File: src/rtl/instr_encoder_seq.sv
// Instruction encoder/sequencer: turns compact debug/test commands into RV32
// instruction words and streams them out on a valid/ready interface. LI with a
// wide immediate expands into LUI followed by ADDI.
module instr_encoder_seq #(
  parameter int CNT_W    = 16,
  parameter int XLEN_IMM = 32
) (
  input  logic                clk_i,
  input  logic                rst_i,
  input  logic                cmd_valid_i,
  output logic                cmd_ready_o,
  input  logic [3:0]          cmd_op_i,
  input  logic [4:0]          cmd_rd_i,
  input  logic [4:0]          cmd_rs1_i,
  input  logic [4:0]          cmd_rs2_i,
  input  logic [XLEN_IMM-1:0] cmd_imm_i,
  input  logic [11:0]         cmd_csr_i,
  output logic                instr_valid_o,
  input  logic                instr_ready_i,
  output logic [31:0]         instr_o,
  input  logic                flush_i,
  output logic                busy_o,
  output logic                illegal_o,
  output logic [CNT_W-1:0]    count_o
);

  typedef enum logic {S_IDLE, S_HOLD2} state_t;

  localparam logic [3:0] OP_NOP = 4'd0, OP_LI = 4'd1, OP_ADDI = 4'd2, OP_LW = 4'd3,
                         OP_SW = 4'd4, OP_CSRR = 4'd5, OP_CSRW = 4'd6, OP_JAL = 4'd7,
                         OP_EBREAK = 4'd8, OP_FENCEI = 4'd9;

  localparam logic signed [XLEN_IMM-1:0] I12_MIN = -2048;
  localparam logic signed [XLEN_IMM-1:0] I12_MAX = 2047;
  localparam logic signed [XLEN_IMM-1:0] J_MIN   = -(1 << 20);
  localparam logic signed [XLEN_IMM-1:0] J_MAX   = (1 << 20) - 2;

  state_t            r_state, w_state_nxt;
  logic              r_valid, r_ill;
  logic [31:0]       r_instr, r_pend;
  logic [CNT_W-1:0]  r_count;

  logic [31:0] w_imm, w_upper, w_word0, w_word1;
  logic [11:0] w_lo;
  logic        w_fit12, w_jfit, w_two, w_ill, w_hs, w_acc;

  assign w_imm   = cmd_imm_i[31:0];
  assign w_lo    = w_imm[11:0];
  // Rounding +0x800 compensates for the sign-extension of the ADDI low part.
  assign w_upper = w_imm + 32'h0000_0800;
  assign w_fit12 = ($signed(cmd_imm_i) >= I12_MIN) && ($signed(cmd_imm_i) <= I12_MAX);
  assign w_jfit  = ($signed(cmd_imm_i) >= J_MIN) && ($signed(cmd_imm_i) <= J_MAX) && !w_imm[0];

  assign w_hs        = r_valid && instr_ready_i;
  assign cmd_ready_o = !rst_i && (r_state == S_IDLE) && (!r_valid || instr_ready_i) && !flush_i;
  assign w_acc       = cmd_valid_i && cmd_ready_o;

  assign instr_valid_o = r_valid;
  assign instr_o       = r_instr;
  assign illegal_o     = r_ill;
  assign count_o       = r_count;
  assign busy_o        = (r_state != S_IDLE) || r_valid;

  // Encode the presented command into one or two words plus an illegal flag.
  always_comb begin
    w_word0 = 32'h0000_0013;
    w_word1 = 32'h0000_0013;
    w_two   = 1'b0;
    w_ill   = 1'b0;
    case (cmd_op_i)
      OP_NOP:    w_word0 = 32'h0000_0013;
      OP_LI: begin
        if (w_fit12) begin
          w_word0 = {w_lo, 5'd0, 3'b000, cmd_rd_i, 7'b0010011};
        end else begin
          w_word0 = {w_upper[31:12], cmd_rd_i, 7'b0110111};
          w_word1 = {w_lo, cmd_rd_i, 3'b000, cmd_rd_i, 7'b0010011};
          w_two   = (w_lo != 12'd0);
        end
      end
      OP_ADDI: begin
        w_word0 = {w_lo, cmd_rs1_i, 3'b000, cmd_rd_i, 7'b0010011};
        w_ill   = !w_fit12;
      end
      OP_LW: begin
        w_word0 = {w_lo, cmd_rs1_i, 3'b010, cmd_rd_i, 7'b0000011};
        w_ill   = !w_fit12;
      end
      OP_SW: begin
        w_word0 = {w_lo[11:5], cmd_rs2_i, cmd_rs1_i, 3'b010, w_lo[4:0], 7'b0100011};
        w_ill   = !w_fit12;
      end
      OP_CSRR:   w_word0 = {cmd_csr_i, 5'd0, 3'b010, cmd_rd_i, 7'b1110011};
      OP_CSRW:   w_word0 = {cmd_csr_i, cmd_rs2_i, 3'b001, 5'd0, 7'b1110011};
      OP_JAL: begin
        w_word0 = {w_imm[20], w_imm[10:1], w_imm[11], w_imm[19:12], cmd_rd_i, 7'b1101111};
        w_ill   = !w_jfit;
      end
      OP_EBREAK: w_word0 = 32'h0010_0073;
      OP_FENCEI: w_word0 = 32'h0000_100F;
      default:   w_ill   = 1'b1;
    endcase
  end

  // State register.
  always_ff @(posedge clk_i or posedge rst_i) begin
    if (rst_i) r_state <= S_IDLE;
    else       r_state <= w_state_nxt;
  end

  // Next state: HOLD2 while the ADDI half of a split LI waits its turn.
  always_comb begin
    w_state_nxt = r_state;
    if (flush_i) begin
      w_state_nxt = S_IDLE;
    end else begin
      case (r_state)
        S_IDLE:  if (w_acc && !w_ill && w_two) w_state_nxt = S_HOLD2;
        S_HOLD2: if (w_hs) w_state_nxt = S_IDLE;
        default: w_state_nxt = S_IDLE;
      endcase
    end
  end

  // Output register, pending second word, illegal pulse and word counter.
  always_ff @(posedge clk_i or posedge rst_i) begin
    if (rst_i) begin
      r_valid <= 1'b0;
      r_instr <= 32'd0;
      r_pend  <= 32'd0;
      r_ill   <= 1'b0;
      r_count <= '0;
    end else if (flush_i) begin
      r_valid <= 1'b0;
      r_ill   <= 1'b0;
    end else begin
      r_ill <= w_acc && w_ill;
      if (w_hs) r_count <= r_count + CNT_W'(1);
      if (r_state == S_HOLD2 && w_hs) begin
        r_instr <= r_pend;
      end else if (w_acc && !w_ill) begin
        r_instr <= w_word0;
        r_valid <= 1'b1;
        if (w_two) r_pend <= w_word1;
      end else if (w_hs) begin
        r_valid <= 1'b0;
      end
    end
  end

endmodule

File: config.mk
export PLATFORM = sky130hd
export DESIGN_NAME = instr_encoder_seq
export DESIGN_NICKNAME = d
export VERILOG_FILES = /design/src/rtl/instr_encoder_seq.sv
export SDC_FILE = /design/constraint.sdc
export NUM_CORES = 1
export LEC_CHECK = 0
export ABC_AREA = 1
export BUFFER_PORTS_ARGS = -buffer_cell sky130_fd_sc_hd__buf_4
export CAP_MARGIN = 40
export CORE_UTILIZATION = 55
export DETAILED_ROUTE_END_ITERATION = 6
export PLACE_DENSITY = 0.79
export SYNTH_ARGS = -nofsm -noshare
export SYNTH_HDL_FRONTEND = slang
export SYNTH_SLANG_ARGS = --single-unit
File: constraint.sdc
create_clock -name clk_i -period 2.38 [get_ports clk_i]
set_input_delay 0.238 -clock clk_i [delete_from_list [all_inputs] [get_ports clk_i]]
set_output_delay 0.238 -clock clk_i [all_outputs]
set_load 0.01 [all_outputs]
# After elaboration in Yosys (flattened, before gate mapping)
# Index checks and enable logic that the tools add are counted.
totals:
  register_bits: 83
  out_inout_bits: 52
classes:
  order_cmp: 4
  addsub: 2
  mux: 18
  eq_ne: 10
  bitwise: 3
  n_reduce_logical: 31
op_table:
  columns: ["cell", "count"]
  rows:
  - ["$pmux 32 s9", 1]
  - ["$mux 32", 5]
  - ["$add 32x12->32 const B", 1]
  - ["$ge 32x12->1 const B", 1]
  - ["$ge 32x21->1 const B", 1]
  - ["$le 32x12->1 const B", 1]
  - ["$le 32x21->1 const B", 1]
  - ["$add 16x1->16 const B", 1]
  - ["$eq 4x3->1 const B", 4]
  - ["$logic_and 1x1->1", 12]
  - ["$reduce_bool 12->1", 1]
  - ["$mux 1", 10]
  - ["$eq 4x2->1 const B", 2]
  - ["$eq 4x4->1 const B", 2]
  - ["$logic_not 1->1", 7]
  - ["$reduce_and 2->1", 3]
  - ["$reduce_or 6->1", 1]
  - ["$eq 4x1->1 const B", 1]
  - ["$logic_not 4->1", 1]
  - ["$reduce_and 4->1", 1]
  - ["$not 1->1", 3]
  - ["$pmux 1 s3", 1]
  - ["$reduce_bool 3->1", 1]
  - ["$reduce_or 3->1", 1]
  - ["other kinds (4)", 5]

# Logic depth before layout (Yosys ltp)
depth:
  depth_word: 11
  depth_mapped: 15

# Worst setup path before layout
# OpenSTA, ideal clock, no wires.
synth_timing:
  kind: "input -> register"
  startpoint: "in rst_i"
  endpoint: "reg r_pend[15]"
  arrival_time_ps: 2982
  path_buffers: 1
  path_slack_ps: -720
  cell_stages: 9
  cell_sequence: "inv_1 > nand2_1 > a211oi_1 > nand2_1 > inv_2 > nand4_4 > buf_4 > nand2_1 > nand2_1"
synth_via:
  elab_chain_cells: 7
synth_lines:
  columns: ["item", "line_no", "rtl"]
  rows:
  - ["from (decl)", "9", "input logic rst_i,"]
  - ["$logic_not 1->1 (no line)", null, null]
  - ["$logic_and 1x1->1 (3 in series)", "55", "assign cmd_ready_o = !rst_i && (r_state == S_IDLE) && (!r_valid || instr_ready_i) && !flush_i;"]
  - ["net cmd_ready_o", "11", "output logic cmd_ready_o,"]
  - ["$logic_and 1x1->1", "56", "assign w_acc = cmd_valid_i && cmd_ready_o;"]
  - ["$logic_and 1x1->1", "141", "end else if (w_acc && !w_ill) begin"]
  - ["$reduce_and 4->1 (no line)", null, null]
  - ["to (signal assigned)", "144", "if (w_two) r_pend <= w_word1;"]
  - ["to (decl)", "40", "logic [31:0] r_instr, r_pend;"]
# The timed path passes the listed nets, and every way through them passes these cells.
# A chain may end at the register's enable or synchronous reset.

# Final worst setup path
layout_timing:
  startpoint: "reg r_valid (netlist: instr_valid_o)"
  endpoint: "reg r_count[15] (netlist: count_o[15])"
layout_via:
  elab_chain_cells: 2
layout_lines:
  columns: ["item", "line_no", "rtl"]
  rows:
  - ["from (decl)", "39", "logic r_valid, r_ill;"]
  - ["from (signal assigned)", "128", "r_valid <= 1'b0;"]
  - ["from (signal assigned)", "134", "r_valid <= 1'b0;"]
  - ["from (signal assigned)", "143", "r_valid <= 1'b1;"]
  - ["$logic_and 1x1->1", "54", "assign w_hs = r_valid && instr_ready_i;"]
  - ["$reduce_and 2->1 (no line)", null, null]
  - ["to (signal assigned)", "138", "if (w_hs) r_count <= r_count + CNT_W'(1);"]
  - ["to (decl)", "41", "logic [CNT_W-1:0] r_count;"]
# No other way between the ends.

==> impl_metrics.env <==
export IMPL_outcome="finished clean"
export IMPL_start_util=0.5683
export IMPL_antenna_found_initial=0
export IMPL_drive_above_1_share=0.1933
export IMPL_grt_pass1_vias=5345
export IMPL_cts_tree="yes"
export IMPL_clkTransAtPathRegs_ps=80
export IMPL_slowest_stage="dfrtp_1"
export IMPL_whs_path_depth=2
export IMPL_worstPathRequired_ps=2620
export IMPL_worstPathArrival_ps=2240
export IMPL_std_cell_rows=34
export IMPL_min_to="r_state"
export IMPL_overflow=0
export IMPL_grt_max_degree=69
export IMPL_crit_cells=12
export IMPL_pin_count=120
export IMPL_drt_initial_drc_count=488
export IMPL_topRoutingLayerUsed="met4"
export IMPL_placedInstanceArea_um2=5928
export IMPL_crit_buf_inv=1
export IMPL_slew_headroom=0.4302
export IMPL_irDropWorstVdd_uv=315.7
export IMPL_cts_sink_count=68
export IMPL_dp_hpwl_um=11820
export IMPL_max_freq_mhz=500.2
export IMPL_r2r_cells=12
export IMPL_fin_area_um2=6151
export IMPL_timing_final_crit_share=0.8400
export IMPL_wl_um=15230
export IMPL_via_count=5650
export IMPL_postRouteAntennaNets=0
export IMPL_ff2ff_setup_slack_ps=380
export IMPL_synth_warning_count=0
export IMPL_worst_pin_slew_ps=854.8
export IMPL_n_antenna_cell=0
export IMPL_cts_made_buffers=9
export IMPL_synthCells=778
export IMPL_synth_area_um2=4956
export IMPL_critPathMaxStageDelay_ps=390
export IMPL_r2r_end="count_o[15]"
export IMPL_gp_congestion=1.010
export IMPL_cp_max_fo=5
export IMPL_setup_viol_count_final=0
export IMPL_wl_per_cell_um=15.11
export IMPL_cts_repair_resized=0
export IMPL_dr_wl_met3_um=1198
export IMPL_grt_pass1_wl_um=25550
export IMPL_synthToLayoutAreaGrowth_pct=24.11
export IMPL_finalMaxSlewViolations=0
export IMPL_hold_buffers=0
export IMPL_endpoint_kind="flop"
export IMPL_fp_dieW_um=96.93
export IMPL_crit_top_cell="nand2_1"
export IMPL_final_cells=1008
export IMPL_fin_skew_ps=12.20
export IMPL_layout_common_cells="317 x nand2_1, 130 x buf_4, 88 x nor2_1, 71 x inv_1, 68 x dfrtp_1"
export IMPL_p_per_area_nw_per_um2=533.0
export IMPL_root_buffer="clkbuf_8"
export IMPL_htree_levels=3
export IMPL_crit_family="simple AND/OR/NAND/NOR gates"
export IMPL_clk_latency_ps=360
export IMPL_p_leak_nw=3.415
export IMPL_maxCapViolCount=0
export IMPL_critPathKind="reg -> reg"
export IMPL_clockBufferDepth=2
export IMPL_cts_setup_buffers=0
export IMPL_setup_tns_ps=0
export IMPL_hold_start="flush_i"
export IMPL_final_common_cell="nand2_1"
export IMPL_met1Wirelength_um=6417
export IMPL_cp_start_kind="flop"
export IMPL_path_cells="nand2_1 > nor2_2 > inv_2 > or2_4 > nor2_2 > nand2_1 > nor2_1 > nand2_1 > nor2_1 > nand2_1 > nand2_1 > nand2_1"
export IMPL_drcViolationCount=0
export IMPL_core_area_um2=8721
export IMPL_synth_distinct_cells=41
export IMPL_first_pass_iters=5
export IMPL_r2r_start="instr_valid_o"
export IMPL_postSynthAreaPerCell_um2=6.370
export IMPL_dp_cells=992
export IMPL_grt_usage=0.3346
export IMPL_rsz0062_at_grt="no"
export IMPL_ys_seq_area_frac=0.3433
export IMPL_port_buffer_count=119
export IMPL_synth_seq_cells=68
export IMPL_hold_class="in -> reg"
export IMPL_fin_crit_ps=1999
export IMPL_die_area_um2=9394
export IMPL_fin_nets=966
export IMPL_wl_met2_um=7116
export IMPL_viasPerCell=5.605
export IMPL_hold_viol_final=0
export IMPL_syn_nets=849
export IMPL_die_h_um=96.93
## per-layer routing
layer  vias to the layer above  track usage
li1                       2707            -
met1                      2597       0.4487
met2                       300       0.5553
met3                        46      0.04480
met4                         0       0.1160
met5                         -            0
## sequential cells by signal, indices dropped and copies added (netlist names)
register and cells:
instr_o 31, r_pend 18, count_o 16, illegal_o 1, instr_valid_o 1, r_state 1
## power by group
group          total [mW]  internal, mW  switching, mW
clock                1.09         0.597          0.492
combinational       0.827         0.371          0.457
sequential           1.36          1.27         0.0870
## stage by stage
step,utilization,power [mW],hold slack [ps],worst slack [ps]
final,0.7053,3.279,107.8,380.8
after global routing,0.7053,3.434,102.7,167.6
after CTS,0.7053,3.284,105.9,360.3
after detailed placement,0.6798,2.204,451.4,281.5
after global placement,0.6798,2.187,445.0,344.2
after floorplan,-,1.785,336.2,11.20
## area by class of cell
class	count	area, µm²
clock inverters	7	98.84
clock buffers	9	123.9
multi-input cells	607	2814
inverters	79	301.5
fillers	794	2570
well taps	108	135.1
repair buffers	130	975.9
flip-flops and latches	68	1702
## worst max-delay path by stage
stage	from	endpoint	slack, ps
CTS	instr_valid_o	count_o[15]	360
finish	instr_valid_o	count_o[15]	380
detailed placement	cmd_op_i[0]	instr_o[29]	280
global placement	cmd_imm_i[11]	instr_o[29]	340
global route	instr_valid_o	count_o[15]	170
floorplan	rst_i	r_pend[15]	10
## logic make-up (layout without fill, tap and decap cells)
| kind of cell | count (synthesis) | after routing | share of synthesized area |
|---|---|---|---|
| flip-flops | 68 | 68 | 0.3433 |
| XOR/XNOR | 18 | 18 | 0.03181 |
| buffers and inverters | 103 | 225 | 0.08886 |
| adder cells (fa/ha/maj) | 3 | 3 | 0.007575 |
| AND/OR/NAND/NOR | 518 | 518 | 0.4446 |
| AO/OA/AOI/OAI | 68 | 68 | 0.08382 |
## cells in the mapped netlist
library cell  instances  area [µm²]
nor3_1                9       45.04
nand4_1              26       162.7
a21oi_1              18       90.09
o21a_1                1       7.510
inv_1                72       270.3
o21ai_0              20       100.1
a21oi_4               1       16.27
nand3_4               1       17.52
o21bai_1              1       7.510
nor2_1               88       330.3
o31ai_1               2       15.01
nand3b_1              1       7.510
clkbuf_1             10       37.54
clkinv_1              2       7.510
nand2_2               4       25.02
nand4_4               1       21.27
xor2_1               10       87.58
buf_4                 2       15.01
and2_1                1       6.260
nor2_2                5       31.28
ha_1                  3       37.54
o21ai_4               1       16.27
buf_2                 6       30.03
nand3_2               1       10.01
nand2_1             317        1190
a211oi_1              2       15.01
o22ai_1              14       87.58
a21oi_2               1       8.760
nand3_1              57       285.3
xnor2_1               8       70.07
or2_4                 1       8.760
or2_2                 1       6.260
a31oi_1               1       6.260
inv_2                 4       15.01
clkinv_2              1       5.000
clkbuf_4              2       15.01
dfrtp_1              68        1702
nor2_4                2       22.52
nand2_4               3       33.78
a22oi_1               6       45.04
buf_6                 4       45.04
Power figures use the tool's default switching activity.
